## src/rtl/shape_seq_ctrl_pkg.sv

```systemverilog
// Shared types and constants for the OLED shape-display datapath:
// shape indices, panel geometry, RGB565 colours and sequencer encodings.
package shape_pkg;

  localparam int unsigned OLED_W = 96;
  localparam int unsigned OLED_H = 64;
  localparam int unsigned PIX_W  = 13;

  typedef logic [2:0] shape_t;

  localparam shape_t SHAPE_BLANK    = 3'd0;
  localparam shape_t SHAPE_CIRCLE_G = 3'd1;
  localparam shape_t SHAPE_CIRCLE_O = 3'd2;
  localparam shape_t SHAPE_CIRCLE_R = 3'd3;
  localparam shape_t SHAPE_SQUARE_G = 3'd4;
  localparam shape_t SHAPE_SQUARE_O = 3'd5;
  localparam shape_t SHAPE_SQUARE_R = 3'd6;

  localparam logic [15:0] ORANGE = 16'hFC00;
  localparam logic [15:0] GREEN  = 16'h07E0;
  localparam logic [15:0] RED    = 16'hF800;
  localparam logic [15:0] WHITE  = 16'hFFFF;

  typedef enum logic [1:0] {
    ST_IDLE,
    ST_HOLD,
    ST_REPEAT
  } seq_state_e;

  typedef enum logic {
    DIR_UP   = 1'b0,
    DIR_DOWN = 1'b1
  } dir_e;

  // Index arithmetic is mod 8: up 7->0, down 0->7.
  function automatic shape_t shape_step(shape_t s, dir_e d);
    return (d == DIR_UP) ? shape_t'(s + 3'd1) : shape_t'(s - 3'd1);
  endfunction

  function automatic logic is_square(shape_t s);
    return (s >= SHAPE_SQUARE_G) && (s <= SHAPE_SQUARE_R);
  endfunction

endpackage

```

## src/rtl/shape_seq_ctrl_if.sv

```systemverilog
// Button/pixel inputs and shape-select outputs of the shape sequencer.
interface shape_seq_ctrl_if;
  import shape_pkg::*;

  logic             tick_1k;
  logic             btn_up;
  logic             btn_down;
  logic [PIX_W-1:0] pixel_index;
  shape_t           shape_sel;
  logic             doughnut_white;
  shape_t           pending_sel;
  logic             commit_pulse;

  modport master (
    output tick_1k, btn_up, btn_down, pixel_index,
    input  shape_sel, doughnut_white, pending_sel, commit_pulse
  );

  modport slave (
    input  tick_1k, btn_up, btn_down, pixel_index,
    output shape_sel, doughnut_white, pending_sel, commit_pulse
  );
endinterface

```

## src/rtl/shape_seq_ctrl_btn_debounce.sv

```systemverilog
// Tick-based debouncer: a level is accepted after DEBOUNCE_MS consecutive
// differing tick_1k samples; an accepted rising edge yields a one-clk press.
module btn_debounce #(
  parameter int unsigned DEBOUNCE_MS = 200
) (
  input  logic clk,
  input  logic rst,
  input  logic tick_1k,
  input  logic raw,
  output logic level,
  output logic press
);

  localparam int unsigned CNT_W = $clog2(DEBOUNCE_MS + 1);
  localparam logic [CNT_W-1:0] CNT_LAST = CNT_W'(DEBOUNCE_MS - 1);

  logic [CNT_W-1:0] cnt_q, cnt_d;
  logic             level_q, level_d;
  logic             press_q, press_d;

  always_comb begin
    cnt_d   = cnt_q;
    level_d = level_q;
    press_d = 1'b0;
    if (tick_1k) begin
      if (raw == level_q) begin
        cnt_d = '0;
      end else if (cnt_q == CNT_LAST) begin
        level_d = raw;
        cnt_d   = '0;
        press_d = raw;
      end else begin
        cnt_d = cnt_q + 1'b1;
      end
    end
  end

  always_ff @(posedge clk) begin
    if (rst) begin
      cnt_q   <= '0;
      level_q <= 1'b0;
      press_q <= 1'b0;
    end else begin
      cnt_q   <= cnt_d;
      level_q <= level_d;
      press_q <= press_d;
    end
  end

  assign level = level_q;
  assign press = press_q;

endmodule

```

## src/rtl/shape_seq_ctrl.sv

```systemverilog
// Shape sequencer: debounced up/down with hold-to-repeat steps a pending
// index, which is committed to the pixel mux only at frame start.
module shape_seq_ctrl
  import shape_pkg::*;
#(
  parameter int unsigned DEBOUNCE_MS     = 200,
  parameter int unsigned REPEAT_DELAY_MS = 500,
  parameter int unsigned REPEAT_RATE_MS  = 150,
  parameter int unsigned FRAME_PIXELS    = OLED_W * OLED_H
) (
  input  logic             clk,
  input  logic             rst,
  shape_seq_ctrl_if.slave  bus
);

  localparam int unsigned HOLD_MAX = (REPEAT_DELAY_MS > REPEAT_RATE_MS) ?
                                     REPEAT_DELAY_MS : REPEAT_RATE_MS;
  localparam int unsigned HOLD_W   = $clog2(HOLD_MAX + 1);
  localparam logic [HOLD_W-1:0] DELAY_LAST = HOLD_W'(REPEAT_DELAY_MS - 1);
  localparam logic [HOLD_W-1:0] RATE_LAST  = HOLD_W'(REPEAT_RATE_MS - 1);
  localparam logic [PIX_W-1:0]  PIX_LAST   = PIX_W'(FRAME_PIXELS - 1);

  logic up_level, up_press, dn_level, dn_press;

  btn_debounce #(.DEBOUNCE_MS(DEBOUNCE_MS)) u_db_up (
    .clk     (clk),
    .rst     (rst),
    .tick_1k (bus.tick_1k),
    .raw     (bus.btn_up),
    .level   (up_level),
    .press   (up_press)
  );

  btn_debounce #(.DEBOUNCE_MS(DEBOUNCE_MS)) u_db_dn (
    .clk     (clk),
    .rst     (rst),
    .tick_1k (bus.tick_1k),
    .raw     (bus.btn_down),
    .level   (dn_level),
    .press   (dn_press)
  );

  seq_state_e       state_q, state_d;
  dir_e             dir_q, dir_d;
  logic [HOLD_W-1:0] hold_cnt_q, hold_cnt_d;
  shape_t           pending_q, pending_d;
  shape_t           shape_q, shape_d;
  logic             dw_q, dw_d;
  logic             commit_q, commit_d;
  logic [PIX_W-1:0] prev_pix_q, prev_pix_d;

  logic              step_en;
  logic              held_level;
  logic [HOLD_W-1:0] hold_last;
  logic              pix_ok;
  logic              frame_start;

  always_comb begin
    state_d    = state_q;
    dir_d      = dir_q;
    hold_cnt_d = hold_cnt_q;
    step_en    = 1'b0;
    held_level = (dir_q == DIR_UP) ? up_level : dn_level;
    hold_last  = (state_q == ST_HOLD) ? DELAY_LAST : RATE_LAST;

    unique case (state_q)
      ST_IDLE: begin
        // Coincident presses cancel out rather than picking a winner.
        if (up_press ^ dn_press) begin
          state_d    = ST_HOLD;
          dir_d      = up_press ? DIR_UP : DIR_DOWN;
          hold_cnt_d = '0;
          step_en    = 1'b1;
        end
      end
      ST_HOLD, ST_REPEAT: begin
        if (!held_level) begin
          state_d = ST_IDLE;
        end else if (bus.tick_1k) begin
          if (hold_cnt_q == hold_last) begin
            state_d    = ST_REPEAT;
            hold_cnt_d = '0;
            step_en    = 1'b1;
          end else begin
            hold_cnt_d = hold_cnt_q + 1'b1;
          end
        end
      end
      default: state_d = ST_IDLE;
    endcase

    pending_d = step_en ? shape_step(pending_q, dir_d) : pending_q;
  end

  // Out-of-range pixel indices leave the previous-index register untouched.
  always_comb begin
    pix_ok      = (bus.pixel_index <= PIX_LAST);
    frame_start = (bus.pixel_index == '0) && (prev_pix_q != '0);
    prev_pix_d  = pix_ok ? bus.pixel_index : prev_pix_q;
    shape_d     = frame_start ? pending_q : shape_q;
    dw_d        = frame_start ? is_square(pending_q) : dw_q;
    commit_d    = frame_start;
  end

  always_ff @(posedge clk) begin
    if (rst) begin
      state_q    <= ST_IDLE;
      dir_q      <= DIR_UP;
      hold_cnt_q <= '0;
      pending_q  <= SHAPE_BLANK;
      shape_q    <= SHAPE_BLANK;
      dw_q       <= 1'b0;
      commit_q   <= 1'b0;
      prev_pix_q <= '0;
    end else begin
      state_q    <= state_d;
      dir_q      <= dir_d;
      hold_cnt_q <= hold_cnt_d;
      pending_q  <= pending_d;
      shape_q    <= shape_d;
      dw_q       <= dw_d;
      commit_q   <= commit_d;
      prev_pix_q <= prev_pix_d;
    end
  end

  assign bus.shape_sel      = shape_q;
  assign bus.doughnut_white = dw_q;
  assign bus.pending_sel    = pending_q;
  assign bus.commit_pulse   = commit_q;

endmodule

```

## src/flat_wrapper.sv

```systemverilog
// flat-port wrapper written by rule: the top's interface ports become plain ports
module shape_seq_ctrl_flat import shape_pkg::*;
#(
  parameter int unsigned DEBOUNCE_MS     = 200,
  parameter int unsigned REPEAT_DELAY_MS = 500,
  parameter int unsigned REPEAT_RATE_MS  = 150,
  parameter int unsigned FRAME_PIXELS    = OLED_W * OLED_H
)
  (clk, rst, bus_tick_1k, bus_btn_up, bus_btn_down, bus_pixel_index, bus_shape_sel, bus_doughnut_white, bus_pending_sel, bus_commit_pulse);
  shape_seq_ctrl_if bus_i ();
  input  logic clk;
  input  logic rst;
  input wire logic [$bits(bus_i.tick_1k)-1:0] bus_tick_1k;
  input wire logic [$bits(bus_i.btn_up)-1:0] bus_btn_up;
  input wire logic [$bits(bus_i.btn_down)-1:0] bus_btn_down;
  input wire logic [$bits(bus_i.pixel_index)-1:0] bus_pixel_index;
  output wire logic [$bits(bus_i.shape_sel)-1:0] bus_shape_sel;
  output wire logic [$bits(bus_i.doughnut_white)-1:0] bus_doughnut_white;
  output wire logic [$bits(bus_i.pending_sel)-1:0] bus_pending_sel;
  output wire logic [$bits(bus_i.commit_pulse)-1:0] bus_commit_pulse;
  assign bus_i.tick_1k = bus_tick_1k;
  assign bus_i.btn_up = bus_btn_up;
  assign bus_i.btn_down = bus_btn_down;
  assign bus_i.pixel_index = bus_pixel_index;
  assign bus_shape_sel = bus_i.shape_sel;
  assign bus_doughnut_white = bus_i.doughnut_white;
  assign bus_pending_sel = bus_i.pending_sel;
  assign bus_commit_pulse = bus_i.commit_pulse;
  shape_seq_ctrl #(.DEBOUNCE_MS(DEBOUNCE_MS), .REPEAT_DELAY_MS(REPEAT_DELAY_MS), .REPEAT_RATE_MS(REPEAT_RATE_MS), .FRAME_PIXELS(FRAME_PIXELS)) u_core (.clk(clk), .rst(rst), .bus(bus_i));
endmodule
```

## config.mk

```make
export PLATFORM = sky130hd
export DESIGN_NAME = shape_seq_ctrl_flat
export DESIGN_NICKNAME = d
export VERILOG_FILES = /design/src/rtl/shape_seq_ctrl_pkg.sv /design/src/rtl/shape_seq_ctrl_if.sv /design/src/rtl/shape_seq_ctrl_btn_debounce.sv /design/src/rtl/shape_seq_ctrl.sv /design/src/flat_wrapper.sv
export SDC_FILE = /design/constraint.sdc
export NUM_CORES = 1
export LEC_CHECK = 0
export ABC_CLOCK_PERIOD_IN_PS = 4500
export BUFFER_PORTS_ARGS = -buffer_cell sky130_fd_sc_hd__buf_2
export CORE_ASPECT_RATIO = 0.8
export CORE_MARGIN = 2
export CORE_UTILIZATION = 63
export CTS_CLUSTER_SIZE = 40
export DETAILED_ROUTE_END_ITERATION = 8
export GPL_TIMING_DRIVEN = 0
export PLACE_DENSITY_LB_ADDON = 0.1
export SKIP_CTS_REPAIR_TIMING = 1
export SYNTH_ARGS = -nofsm -noshare
export SYNTH_HDL_FRONTEND = slang
export SYNTH_HIERARCHICAL = 1
export SYNTH_SLANG_ARGS = --single-unit
```

## constraint.sdc

```tcl
create_clock -name clk -period 4.5 [get_ports clk]
set_input_delay 1.125 -clock clk [delete_from_list [all_inputs] [get_ports clk]]
set_output_delay 1.125 -clock clk [all_outputs]
set_load 0.005 [all_outputs]
```

[Word-level counts from Yosys, hierarchy flattened]
Cells that the tools add are included.
Word-level totals
  bits in registers: 53
  input port bits: 18
  output and inout port bits: 8
  logic and storage cells: 78
Cells by class
  $add $sub $neg: 5
  $lt $le $gt $ge: 3
  eq/ne operators: 12
  muxes and demuxes: 25
  bitwise gates (word level): 6
  reduce and logical (&&, ||, !) cells: 13
Operators with widths (number)
  2-to-1 mux 9 bit: 5
  2-to-1 mux 8 bit: 4
  case mux 9 bit (2 select lines): 1
  adder 8 x 1 -> 8 bit, second input constant: 2
  equality test 8 bit, second input constant: 2
  less-or-equal comparator 13 bit, second input constant: 1
  logical NOT 13 bit: 1
  nonzero test 13 bit: 1
  adder 9 x 1 -> 9 bit, second input constant: 1
  equality test 9 bit: 1
  AND reduction 3 bit: 3
  2-to-1 mux 1 bit: 8
  2-to-1 mux 2 bit: 4
  OR reduction 4 bit: 2
  inequality test 3 bit, second input constant: 2
  NOT 1 bit: 5
  inequality test 2 x 1 -> 1 bit, second input constant: 2
  case mux 2 bit (2 select lines): 1
  AND reduction 4 bit: 1
  adder 3 x 1 -> 3 bit, second input constant: 1
  >= comparator 3 bit, second input constant: 1
  less-or-equal comparator 3 bit, second input constant: 1
  2-to-1 mux 3 bit: 1
  subtractor 3 x 1 -> 3 bit, second input constant: 1
  10 further kinds: 12

[Depth between registers and ports, before layout]
Gate-level depths: netlist (run 1).
  depth after elaboration: 7
  depth in mapped cells: 9
  depth with buffers taken out: 9

[Modules after synthesis]
The synthesis (run 1) kept the hierarchy.
By module, submodules not included
  shape_seq_ctrl: instances 1, cells an instance 180, area each 1572.8 µm², sequential area each 660.6 µm²
  btn_debounce: instances 2, cells an instance 53, area each 506.7 µm², sequential area each 200.2 µm²

[Worst setup path after synthesis (run 1)]
No wires, ideal clock.
  kind: input to register
  start: input port bus_pixel_index[3]
  end: register u_core.dw_q (netlist: u_core/bus.doughnut_white)
  setup time: 71 ps
  arrival: 2376 ps
  data required time: 4429 ps
  slack: 2053 ps
  stages on the path: 5
  path buffers: 0
  path through: or4_1 nor3_2 nand4_2 a211o_1 a21oi_1
On the way
  cells in the longest elaborated chain, start to end: 2
Ends and longest elaborated chain
  start: declaration: RTL line flat_wrapper.sv:16  | input wire logic [$bits(bus_i.pixel_index)-1:0] bus_pixel_index;
  logical NOT 13 bit: RTL line shape_seq_ctrl.sv:98  | frame_start = (bus.pixel_index == '0) && (prev_pix_q != '0);
  logical AND 1 bit: RTL line shape_seq_ctrl.sv:98
  end signal: assignment: RTL line shape_seq_ctrl.sv:121  | dw_q <= dw_d;
  end: declaration: RTL line shape_seq_ctrl.sv:48  | logic dw_q, dw_d;
Every way passes these cells.
A chain may end at the register's enable or synchronous reset.

[Worst setup path in the final report (run 1)]
Ends and elaborated chain as after synthesis.

==> flow_summary.toml, run 1 <==
[run_status]
status = "complete, no violations"

[setup_path]
path_max_fanout = 6
crit_required_ns = 4.73
path_depth = 6
r2r_slack_ns = 2.34
r2r_cells = 9
worst-path-buf-inv = 1
critPathLaunchType = "input pin"
cp_top_family = "simple AND/OR/NAND/NOR gates"
cp_slowest_cell = "or4_1"
crit_chain = "buf_2 > or4_1 > nor3_2 > nand4_2 > a211o_1 > a21oi_1"
slowest_delay_ns = 0.53
worstSetupEndpointType = "register"
arrival_ns = 2.62
critical_path_class = "in -> reg"

[power]
power_density_nw_per_um2 = 280
netSwitchingFraction_pct = 22.2
combinationalPowerShare_pct = 7.1
internal_power_w = 0.000623
p_clk_share_pct = 32.6
peakVddDrop_mv = 0.255
netSwitchingPower_w = 0.000178
p_leak_nw = 1.19
seqPwrFrac_pct = 60.3

[synthesis]
yosys_warnings = 6
synth-seq-cells = 53
synth_nets = 311
synth_flop_cell = "dfxtp_1"
avgSynthCellArea_um2 = 9.04
synth_edf_count = 0
synth_cells = 286
synth.cell_area_um2 = 2590
ys_seq_area_share_pct = 41.0
synth_cell_type_count = 53
async_flop_share_pct = 0

[die]
fp.dieArea_um2 = 4640
rows = 20
coreArea_um2 = 3880
fp.dieH_um = 61.3
initial_core_util_pct = 66.7
die_w_um = 75.6
io_pins = 26

[sta]
hold_violations = 0
period_share_pct = 53.0
setup_viol = 0
min_period_ns = 2.39
worst_pin_slew_ns = 0.463
setup_ws_ns = 2.11
report.final.slew_viol_count = 0
rsz0062_at_grt = "no"
fin_setup_tns_ns = 0
hold_slack_ns = 0.454
clock.fmax_ghz = 0.419
relSlewSlack_pct = 69.1
clock_skew_ns = 0.00286

[grt]
grt_pass1_vias = 1881
grt_overflow = 0
grt_usage_pct = 23.7
grt_max_degree = 17
grt_pass1_wl_um = 8340
antenna_found_initial = 0

[placed_design]
placed_area_um2 = 2780
place_ws_ns = 1.82
hpwl_um = 3660
portBuffers = 25
place.gp.congestion = 0.816

[clock_network]
clockRootBuffer = "clkbuf_8"
insertion_delay_ns = 0.29
htree_levels = 2
cts.sinks = 53
numCtsBuffers = 5
clkTransAtPathRegs_ns = 0.08
cts_buffer_depth = 2
cts_tree = "yes"

[route]
vias = 2136
first_pass_iters = 5
wl_um = 5050
wl_per_cell_um = 13.5
first_iter_violations = 99
drc = 0
vias_per_cell = 5.73
ant_nets = 0

[cells_and_area]
final_area_um2 = 2870
final_core_util_pct = 73.9
drive_gt1_share_pct = 17.0
nNetsFinal = 343
fill_cells = 303
syn_to_final_growth_pct = 10.8
diodes = 0

[hold_path]
min_path_cells = 2
min_path_type = "reg -> reg"

[job]
maxCapViolations = 0
[layout by cell type, fill, tap and decap left out, types with 4 or more instances in the layout]
cell type	count
nand4_1	8
clkbuf_8	6
nor4b_1	4
xnor2_1	8
nor3b_1	4
dfxtp_1	53
nand3_1	11
nor2_1	26
o21ai_0	5
inv_1	8
and2_1	6
buf_2	27
ha_1	6
clkbuf_1	6
nor2b_1	9
a22o_1	8
nor3_1	5
o31ai_1	4
xor2_1	7
nand2_1	32
and3_1	8
mux2i_1	6
a21oi_1	17
[registers in the layout, summed over array words and instances (netlist names), 2 cells and up]
name                    flops
u_core/hold_cnt_q           9
u_core/u_db_up/cnt_q        8
u_core/bus.pending_sel      3
u_core/u_db_dn/cnt_q        8
u_core/prev_pix_q          13
u_core/state_q              2
u_core/bus.shape_sel        3
[cells in the mapped netlist (4+ instances only)]
| cell type | instances | area share, % |
|---|---|---|
| nor2b_1 | 9 | 2.2 |
| o31ai_1 | 4 | 1.2 |
| nand3_1 | 11 | 2.1 |
| ha_1 | 6 | 2.9 |
| nor2_1 | 26 | 3.8 |
| nand2_1 | 32 | 4.6 |
| xnor2_1 | 8 | 2.7 |
| a22o_1 | 8 | 2.7 |
| nor3b_1 | 4 | 1.2 |
| a21oi_1 | 17 | 3.3 |
| inv_1 | 8 | 1.2 |
| mux2i_1 | 6 | 2.3 |
| and2_1 | 6 | 1.5 |
| clkbuf_1 | 5 | 0.73 |
| xor2_1 | 7 | 2.4 |
| and3_1 | 8 | 1.9 |
| nand4_1 | 8 | 1.9 |
| nor3_1 | 5 | 0.97 |
| o21ai_0 | 5 | 0.97 |
| dfxtp_1 | 53 | 41 |
| nor4b_1 | 4 | 1.4 |
[worst register-to-register path, delay by kind of cell, from the launching register on]
kind | cells | cell delay (ns)
buffers and inverters | 1 | 0.08
AND/OR/NAND/NOR | 3 | 0.33
flip-flops | 1 | 0.34
adder cells (fa/ha/maj) | 2 | 0.63
multiplexers | 1 | 0.29
AO/OA/AOI/OAI | 2 | 0.38
[layout make-up]
type,instances,area (um^2),share of cell area [%]
multi-input combinational,218,1470,51.2
sequential,53,1060,37.0
timing repair buffer,25,125,4.36
clock buffer,7,86.3,3.01
tap,55,68.8,2.40
inverter,8,30.0,1.05
buffer,7,28.8,1.00
[metal layers]
layer	wire length [um]	GRT usage [%]	up-vias
li1	-	-	1084
met1	2530	33.3	993
met2	2260	37.4	54
met3	217	4.91	5
met4	40	6.77	0
met5	0	0	-
[kinds of logic (layout without fill, tap and decap cells)]
kind of cell    Yosys count  in the layout  synth area share, %
xor+xnor                 15             15                 5.08
buf+inv                  15             47                 2.27
compound gates           51             51                 14.9
fa+ha+maj                 7              7                 3.68
flops                    53             53                 41.0
simple gates            135            135                 28.8
mux                      10             10                 4.21
[power by group through the flow]
stage / logic (W) / clock network, W / registers, W
2_1_floorplan: 0.0000363 / 0 / 0.000493
3_3_place_gp: 0.0000553 / 0 / 0.000494
3_5_place_dp: 0.0000564 / 0 / 0.000494
4_1_cts: 0.0000566 / 0.000267 / 0.000483
5_1_grt: 0.0000639 / 0.000287 / 0.000485
6_report: 0.0000568 / 0.000261 / 0.000484
[final timing paths]
check,from,end
setup / recovery,bus_pixel_index[3],u_core/bus.doughnut_white
setup reg to reg,u_core/state_q[0],u_core/bus.pending_sel[2]
hold reg to reg,u_core/prev_pix_q[7],u_core/prev_pix_q[7]
hold / removal,u_core/prev_pix_q[7],u_core/prev_pix_q[7]
[stage by stage]
stage          power (W)  std cells
2_1_floorplan   0.000529        286
3_3_place_gp    0.000549        366
3_5_place_dp    0.000551        366
4_1_cts         0.000807        373
5_1_grt         0.000836        373
6_report        0.000802        373
No activity file was read; power rests on OpenSTA's default activity.
==> run 2, diff against run 1 <==
ABC_CLOCK_PERIOD_IN_PS = 1950   (was 4500)
CORE_UTILIZATION = 53   (was 63)
clock period = 1.95 ns   (was 4.5 ns; I/O delays follow)
==> run 2 against run 1 <==
  * The flow now finishes with violations (negative setup slack)
  * Largest cell class unchanged
  * Sequential share of layout area shrank 0.83 points
  * Sequential power increased by 130%
  * Critical path depth is 3 higher
  * Register-to-register slack got worse by 2.4 ns
  * Die area up 18%
  * Setup slack got worse by 2.1 ns
==> flow_summary.toml, run 2 (synthesis results as in run 1) <==
[route]
first_pass_iters = 4
first_iter_violations = 76
drc = 0
vias = 2093
wl_per_cell_um = 13.3
vias_per_cell = 5.48
ant_nets = 0
wl_um = 5100

[grt]
grt_max_degree = 17
grt_overflow = 0
grt_pass1_vias = 1878
antenna_found_initial = 0
top_usage_layer = "met1"
grt_pass1_wl_um = 8480
grt_usage_pct = 20.2
globalRouteMet3Util_pct = 5.83
use_met1_pct = 29.5
gr-usage-met2_pct = 28.9

[run_status]
failed_checks = "negative setup slack"
status = "finished, violations left"

[setup_path]
worst-path-buf-inv = 1
cpMostUsedCell = "a21o_1"
cp-startpoint = "u_core/state_q[0]"
critPathLaunchType = "register"
arrival_ns = 2.16
crit_required_ns = 2.15
cp_slowest_cell = "fa_2"
critical_path_class = "reg -> reg"
cp_top_family = "adder cells"
slowest_delay_ns = 0.36
crit_chain = "inv_2 > ha_4 > nand2_2 > a21o_1 > and2_4 > fa_2 > a21o_1 > nand3_2 > mux2_4"
worstSetupEndpointType = "register"
path_max_fanout = 5
r2r-start = "u_core/state_q[0]"

[cells_and_area]
layout_commonest_cell = "dfxtp_1"
syn_to_final_growth_pct = 13.6
final_cell_mix = "dfxtp_1 (51), nand2_1 (30), buf_2 (27)"
regMostFlops = "u_core/prev_pix_q"
nNetsFinal = 346
finalNonFillerCells = 382
multiInputGateArea_um2 = 1490
largest_reg_flops = 13
seq_area_um2 = 1060
drive_gt1_share_pct = 21.4
fill_cells = 418
diodes = 0
top_regs = "u_core/prev_pix_q (13), u_core/hold_cnt_q (9)"

[placed_design]
hpwl_um = 3610
place_ws_ns = -0.127
dp_cells = 371
place.gp.congestion = 0.828
portBuffers = 25

[power]
power_density_nw_per_um2 = 652
peakVddDrop_mv = 0.632
p_leak_nw = 1.22

[sta]
clock_skew_ns = 0.00661
hold_slack_ns = 0.427
setup_viol = 1
worst_pin_slew_ns = 0.428
rsz0062_at_grt = "yes"
period_share_pct = 101
min_period_ns = 1.96
clock.fmax_ghz = 0.509
hold_violations = 0
setup_ws_ns = -0.0135
relSlewSlack_pct = 71.5
report.final.slew_viol_count = 0

[die]
rows = 22
initial_core_util_pct = 55.6
coreArea_um2 = 4650
fp.dieArea_um2 = 5460
fp.dieH_um = 66.5
io_pins = 26
die_w_um = 82.1

[clock_network]
htree_levels = 2
cts_buffer_depth = 2
clockRootBuffer = "clkbuf_8"
insertion_delay_ns = 0.30
clkTransAtPathRegs_ns = 0.09
cts.sinks = 53
numCtsBuffers = 5
cts_tree = "yes"

[hold_path]
hp-start = "bus_pixel_index[6]"
min_path_type = "in -> reg"

[job]
maxCapViolations = 0
[run 2: worst paths after layout]
check	slack, ns	cells past startpoint	endpoint
worst max register to register	-0.01	9	u_core/bus.pending_sel[2]
worst min register to register	0.46	2	u_core/prev_pix_q[1]
worst min-delay path	0.43	3	u_core/prev_pix_q[6]
worst max-delay path	-0.01	9	u_core/bus.pending_sel[2]
[run 2: per-layer routing]
metal | routed length (um) | share of wire, % | vias up
met5 | 0 | 0 | -
met4 | 35 | 0.69 | 0
met3 | 160 | 3.1 | 4
met2 | 2180 | 43 | 28
met1 | 2730 | 53 | 974
li1 | - | - | 1087
[run 2: worst min-delay path: cells and delay by family]
kind	cells	cell delay [ns]
simple gates	1	0.04
compound gates	1	0.05
buf+inv	1	0.10
[run 2: stage by stage]
stage | total power [W] | TNS [ns] | cell area, um^2 | util [%]
floorplan | 0.00122 | 0 | 2590 | -
global placement | 0.00127 | -0.169 | 2790 | 60.0
detailed placement | 0.00127 | -0.197 | 2790 | 60.0
CTS | 0.00194 | -0.0927 | 2890 | 62.2
global route | 0.00200 | -0.0759 | 2940 | 63.2
finish | 0.00192 | -0.0135 | 2940 | 63.2
[run 2: cell type report]
class	instances	area share, %
Multi-Input combinational cell	218	50.8
Inverter	8	1.02
Clock buffer	7	3.28
Sequential cell	53	36.2
Buffer	7	0.979
Tap cell	60	2.55
Timing Repair Buffer	28	5.02
Clock inverter	1	0.170
[run 2: report_power, final]
part           internal, W  switching (W)  total [W]
logic            0.0000541      0.0000760   0.000130
registers          0.00110      0.0000130    0.00112
clock network     0.000322       0.000349   0.000671
total              0.00148       0.000438    0.00192
==> run 3, diff against run 2 <==
RECOVER_POWER = 25   (was default)
==> run 3 against run 2 <==
  * The flow still finishes with violations (negative setup slack)
  * Global-route usage is the same
  * Sequential power is essentially flat
  * Largest power group unchanged
  * Count of clock-buffer cells in the layout is the same
  * Critical path type unchanged
  * Via count is essentially flat
  * Clock power is essentially flat
  * Critical endpoint unchanged
  * Final cell count is the same
  * Sequential share of layout area is essentially flat
  * Maximum frequency grew 0.11%
  * Die area is the same
  * Utilization shrank 0.054 points
==> flow_summary.toml, run 3 (synthesis results as in run 1) <==
[die]
fp.dieArea_um2 = 5460
initial_core_util_pct = 55.6
fp.dieH_um = 66.5
coreArea_um2 = 4650
die_w_um = 82.1
io_pins = 26
rows = 22

[sta]
relSlewSlack_pct = 71.3
hold_violations = 0
fin_setup_tns_ns = -0.0114
report.final.slew_viol_count = 0
setup_viol = 1
clock.fmax_ghz = 0.510
setup_ws_ns = -0.0114
clock_skew_ns = 0.00706
rsz0062_at_grt = "yes"
hold_slack_ns = 0.426
period_share_pct = 101
min_period_ns = 1.96
worst_pin_slew_ns = 0.430

[grt]
antenna_found_initial = 0
grt_pass1_wl_um = 8480
grt_overflow = 0
grt_usage_pct = 20.2
grt_pass1_vias = 1878
grt_max_degree = 17

[clock_network]
clockRootBuffer = "clkbuf_8"
cts.sinks = 53
htree_levels = 2
numCtsBuffers = 5
clkTransAtPathRegs_ns = 0.09
insertion_delay_ns = 0.30
cts_tree = "yes"
cts_buffer_depth = 2

[cells_and_area]
final_cell_mix = "dfxtp_1 (51), nand2_1 (30), nor2_1 (26)"
syn_to_final_growth_pct = 13.5
top_regs = "u_core/prev_pix_q (13), u_core/hold_cnt_q (9)"
drive_gt1_share_pct = 20.8
nNetsFinal = 346
seq_area_um2 = 1060
layout_commonest_cell = "dfxtp_1"
largest_reg_flops = 13
fill_cells = 420
diodes = 0
regMostFlops = "u_core/prev_pix_q"
final_core_util_pct = 63.1
multiInputGateArea_um2 = 1490

[setup_path]
cpMostUsedCell = "a21o_1"
critical_path_class = "reg -> reg"
crit_required_ns = 2.15
r2r_cells = 9
critPathLaunchType = "register"
slowest_delay_ns = 0.36
cp_slowest_cell = "fa_2"
r2r_slack_ns = -0.01
crit_chain = "inv_2 > ha_4 > nand2_2 > a21o_1 > and2_4 > fa_2 > a21o_1 > nand3_2 > mux2_4"
worstSetupEndpointType = "register"
arrival_ns = 2.16
path_max_fanout = 5

[job]
maxCapViolations = 0

[route]
first_pass_iters = 4
wl_um = 5090
vias_per_cell = 5.48
wl_per_cell_um = 13.3
vias = 2092
ant_nets = 0
drc = 0
first_iter_violations = 75

[placed_design]
portBuffers = 25
hpwl_um = 3610
place.gp.congestion = 0.828

[run_status]
failed_checks = "negative setup slack"
status = "finished, violations left"

[power]
power_density_nw_per_um2 = 653
power_w = 0.00192
p_leak_nw = 1.21
peakVddDrop_mv = 0.634

[hold_path]
min_path_cells = 3
min_path_type = "in -> reg"
==> run 3: layout make-up <==
| class | count | area share (%) |
|---|---|---|
| clock inverter | 1 | 0.170 |
| tap | 60 | 2.56 |
| sequential | 53 | 36.2 |
| inverter | 8 | 1.02 |
| clock buffer | 7 | 3.28 |
| multi-input combinational | 218 | 50.8 |
| timing repair buffer | 28 | 4.94 |
| buffer | 7 | 0.980 |
==> run 3: where the power goes <==
group	switching, W	internal [W]	total (W)
sequential	0.0000130	0.00110	0.00112
clock	0.000350	0.000322	0.000671
combinational	0.0000758	0.0000537	0.000130
total	0.000439	0.00148	0.00192
==> run 3: final timing paths <==
| kind | startpoint | endpoint |
|---|---|---|
| worst max-delay path | u_core/state_q[0] | u_core/bus.pending_sel[2] |
| worst min-delay path | bus_pixel_index[6] | u_core/prev_pix_q[6] |
| worst max register to register | u_core/state_q[0] | u_core/bus.pending_sel[2] |
| worst min register to register | u_core/prev_pix_q[1] | u_core/prev_pix_q[1] |
==> run 3: layer usage <==
layer	track usage, %	wire length, um	share of wire (%)	vias to the layer above
met3	5.83	173	3.4	4
met5	0	0	0	-
met1	29.5	2720	53	967
met2	28.9	2160	43	33
met4	5.21	35	0.69	0
li1	-	-	-	1088
==> run 3: worst max-delay path: cells and delay by family, from the launching register on <==
family          cells  cell delay, ns
flops               1            0.34
fa+ha+maj           2            0.52
compound gates      2            0.34
mux                 1            0.29
simple gates        3            0.28
buf+inv             1            0.08
==> run 3: through the flow <==
stage	std cells	cell area, um^2	setup slack, ns
after floorplan	286	2590	0.0278
after global placement	371	2790	-0.107
after detailed placement	371	2790	-0.127
after CTS	379	2890	-0.0927
after global routing	382	2940	-0.0759
final	382	2940	-0.0114
